$ cat config.mk
export PLATFORM = sky130hd
export DESIGN_NAME = rtl
export DESIGN_NICKNAME = d
export VERILOG_FILES = /design/src/rtl/rtl_pkg.sv /design/src/rtl/rtl_prio_sel.sv /design/src/rtl/rtl.sv
export SDC_FILE = /design/constraint.sdc
export NUM_CORES = 1
export LEC_CHECK = 0
export ABC_AREA = 1
export ABC_CLOCK_PERIOD_IN_PS = 800
export CORE_AREA = 2 2 39 41
export CTS_CLUSTER_SIZE = 30
export DETAILED_ROUTE_END_ITERATION = 10
export DIE_AREA = 0 0 41 43
export GPL_ROUTABILITY_DRIVEN = 0
export GPL_TIMING_DRIVEN = 0
export HOLD_SLACK_MARGIN = 0.06
export PLACE_DENSITY = 0.39
export SKIP_LAST_GASP = 1
export SLEW_MARGIN = 20
export SYNTH_ARGS = -nofsm -noshare
export SYNTH_HDL_FRONTEND = slang
export SYNTH_SLANG_ARGS = --single-unit
$ cat constraint.sdc
create_clock -name clk -period 0.8 [get_ports clk]
set_input_delay 0.16 -clock clk [delete_from_list [all_inputs] [get_ports clk]]
set_output_delay 0.16 -clock clk [all_outputs]
set_load 0.01 [all_outputs]
$ cat src/rtl/rtl_pkg.sv
// Shared types and constants for the two-requester arbiter.
// ARB_ROUND_ROBIN_EN selects round-robin tie-break; otherwise requester 0 wins ties.
package rtl_pkg;

  localparam int unsigned NUM_REQ_DEFAULT = 2;

  typedef enum logic [1:0] {
    IDLE,
    OWN0,
    OWN1
  } state_t;

  localparam logic [1:0] GRANT_RST = 2'b00;

endpackage

$ cat src/rtl/rtl_prio_sel.sv
// Combinational winner selection for a free resource.
// ARB_ROUND_ROBIN_EN: ties go to the requester not granted most recently.
module rtl_prio_sel
  import rtl_pkg::*;
(
  input  logic [1:0] request,
`ifdef ARB_ROUND_ROBIN_EN
  input  logic       last_ptr,
`endif
  output logic [1:0] winner
);

  always_comb begin
    winner = 2'b00;
    if (request == 2'b11) begin
`ifdef ARB_ROUND_ROBIN_EN
      winner = last_ptr ? 2'b01 : 2'b10;
`else
      winner = 2'b01;
`endif
    end else begin
      winner = request;
    end
  end

endmodule

$ cat src/rtl/rtl.sv
// Two-requester arbiter with non-preemptive ownership and a registered grant.
// ARB_ROUND_ROBIN_EN adds the last-granted pointer used for round-robin tie-break.
module rtl
  import rtl_pkg::*;
#(
  parameter int unsigned NUM_REQ = NUM_REQ_DEFAULT
) (
  input  logic               clk,
  input  logic               rst,
  input  logic [NUM_REQ-1:0] request,
  output logic [NUM_REQ-1:0] grant
);

  state_t     state;
  state_t     state_nxt;
  logic [1:0] winner;

`ifdef ARB_ROUND_ROBIN_EN
  logic last_ptr;
`endif

  rtl_prio_sel u_prio_sel (
    .request (request),
`ifdef ARB_ROUND_ROBIN_EN
    .last_ptr(last_ptr),
`endif
    .winner  (winner)
  );

  // An owner keeps the resource while it asks; on release it hands over directly.
  always_comb begin
    state_nxt = state;
    unique case (state)
      IDLE: begin
        if (winner[0])      state_nxt = OWN0;
        else if (winner[1]) state_nxt = OWN1;
        else                state_nxt = IDLE;
      end
      OWN0: begin
        if (request[0])      state_nxt = OWN0;
        else if (request[1]) state_nxt = OWN1;
        else                 state_nxt = IDLE;
      end
      OWN1: begin
        if (request[1])      state_nxt = OWN1;
        else if (request[0]) state_nxt = OWN0;
        else                 state_nxt = IDLE;
      end
      default: state_nxt = IDLE;
    endcase
  end

  always_ff @(posedge clk) begin
    if (rst) begin
      state <= IDLE;
      grant <= GRANT_RST;
`ifdef ARB_ROUND_ROBIN_EN
      last_ptr <= 1'b1;
`endif
    end else begin
      state <= state_nxt;
      grant <= {state_nxt == OWN1, state_nxt == OWN0};
`ifdef ARB_ROUND_ROBIN_EN
      if (state_nxt != state) begin
        if (state_nxt == OWN0)      last_ptr <= 1'b0;
        else if (state_nxt == OWN1) last_ptr <= 1'b1;
      end
`endif
    end
  end

endmodule

==> flow_summary.yaml <==
synthesis:
  ys_ff_latch: 4
  yosys.area.top_type: "dfxtp_1"
  synthTopCellsByCount: "nor2_1 (5), dfxtp_1 (4), inv_1 (3)"
  synth.area.top_cells: "dfxtp_1 (57%), nand3_2 (14%), nor2_1 (13%)"
  yosysSeqAreaShare_pct: 57.14
  postSynthCellCount: 16
  yosysWarningCount: 0
  synth_fp_nets: 20
  ys_async_sr_fraction_pct: 0
  synth_most_common_cell: "nor2_1"
  syn-cell-area_um2: 140.1
  synth_edf_count: 0
  ys_types: 6
  synthDominantCellAreaShare_pct: 57.14
  synth_ff_type: "dfxtp_1"
  avgSynthCellArea_um2: 8.758
layout:
  drive_above_1_share_pct: 37.50
  fin_nets: 30
  diodes: 0
  area_growth_syn_to_layout_pct: 60.71
  fin_area_um2: 225.2
  fin_util_pct: 16.27
drt:
  drt-pass1-iter-count: 1
  dr_total_vias: 121
  antenna_left: 0
  drtIter0Drc: 0
  wl_um: 272
  via_per_inst: 3.025
  route.detailed.drc: 0
  wl_per_cell_um: 6.800
sta:
  fin_setup_tns_ns: 0
  slew_headroom_pct: 89.99
  skew_ns: 0.002322
  hold_viol: 0
  tightest_slew_ns: 0.1499
  rsz0062_at_grt: "true"
  setup_viol: 0
  fin_crit_sh_pct: 99.84
  min_period_ns: 0.7987
  slew_violations: 0
  fmax_mhz: 1252
critical_path:
  cp_slowest_stage_delay_ns: 0.28
  endpoint_kind: "output port"
  path_cells: "buf_2"
  worstPathMaxFanout: 1
  cp_data_arrival_time_ns: 0.64
  critical-path-top-delay-family: "flip-flops"
  criticalPathCategory: "flop to output port"
  cp-start-kind: "flop"
  cpMaxStageDelayCell: "dfxtp_1"
  crit_buf_inv: 1
  cp.required_ns: 0.64
grt:
  grt_pass1_vias: 115
  grt.overflow.total: 0
  grt_max_degree: 4
  globalRouteTotalUtil_pct: 4.714
  antenna_found_initial: 0
  met3_usage_pct: 7.853
  grt_pass1_wl_um: 455
  grt_use_met1_pct: 4.808
  grtUsageMet2_pct: 4.375
  busiest_layer: "met3"
clocking:
  htreeDepth: 1
  root_buffer: "clkbuf_4"
  clock_sinks: 4
  cts_max_path_buffers: 2
  clk_latency_ns: 0.23
  cts.clk_slew.worst_paths_ns: 0.03
  cts_buffers: 3
  cts_tree: "yes"
die:
  start_util_pct: 10.13
  die_y_um: 43
  core_area_um2: 1384
  die-area_um2: 1763
  die_width_um: 41
  rows: 14
  ios: 6
placed_design:
  place.port_buffers: 5
  post_dp_cell_area_um2: 210.2
pwr:
  p_leak_nw: 0.1118
  ir_drop_uv: 725.7
  power_per_cell_area_nw_per_um2: 2203
  fin_total_pwr_w: 0.0004962
worst_hold_path:
  holdCritPathClass: "flop to flop"
job:
  maxCapViolCount: 0
run_status:
  status: "finished, final reports clean"
[metal layers]
metal,vias up,part of all wire (%)
met5,-,0
met4,0,1.8
met3,2,18
met2,8,35
met1,46,45
li1,65,-
[placed cells by master, fill, tap and decap left out, drive strengths merged]
master | synthesis | layout
buf | 0 | 2
clkbuf | 0 | 3
clkdlybuf4s50 | 0 | 3
dfxtp | 4 | 4
inv | 3 | 3
nand2 | 2 | 2
nand3 | 2 | 2
nor2 | 5 | 5
[stage by stage]
step | hold slack [ns] | worst slack [ns] | instances
3_3_place_gp | 0.5092 | -0.1835 | 37
6_report | 0.5235 | 0.001266 | 40
5_1_grt | 0.5621 | -0.02905 | 40
4_1_cts | 0.5350 | -0.01105 | 40
2_1_floorplan | 0.2938 | 0.1919 | 16
3_5_place_dp | 0.5203 | -0.2203 | 37
[worst min-delay path, stage by stage, from the launching register on]
cell and delay [ns]:
dfxtp_1 0.31, nand2_2 0.07, nand3_2 0.06, nor2_1 0.03
[registers in the layout, summed over array words and instances, names as in the netlist]
name	cells
state	2
grant	2
[power by group]
| group | leakage (nW) | total [W] | switching, W | internal (W) |
|---|---|---|---|---|
| registers | 0.0331 | 0.000217 | 0.00000506 | 0.000212 |
| clock network | 0.0138 | 0.000234 | 0.0000675 | 0.000167 |
| logic | 0.0649 | 0.0000451 | 0.0000208 | 0.0000244 |
| total | 0.112 | 0.000496 | 0.0000934 | 0.000403 |
[final cells by class]
type,count,area [µm²]
tap,16,20.02
fill,162,1159
timing repair buffer,5,40.04
multi-input combinational,9,51.30
inverter,3,11.26
sequential,4,80.08
clock buffer,3,22.52
[path summary, 6_finish.rpt]
check	from	to	slack, ns	cells after the start
max	grant[0]	grant[0]	0.001	1
min	state[0]	grant[0]	0.52	3
max reg2reg	state[1]	state[1]	0.11	3
min reg2reg	state[0]	grant[0]	0.52	3
[repair_timing]
| item | 4_1_cts | 5_1_grt |
|---|---|---|
| setup endpoints to repair | 2 | 4 |
| hold buffers | 0 | 0 |
| setup buffers | 0 | 0 |
| gates resized for setup | 8 | 1 |
[cell families after synthesis]
family / share of synthesized area [%]
AND/OR/NAND/NOR: 34.82
flip-flops: 57.15
buffers and inverters: 8.035
Note: power is estimated with default switching activity, not from simulation.
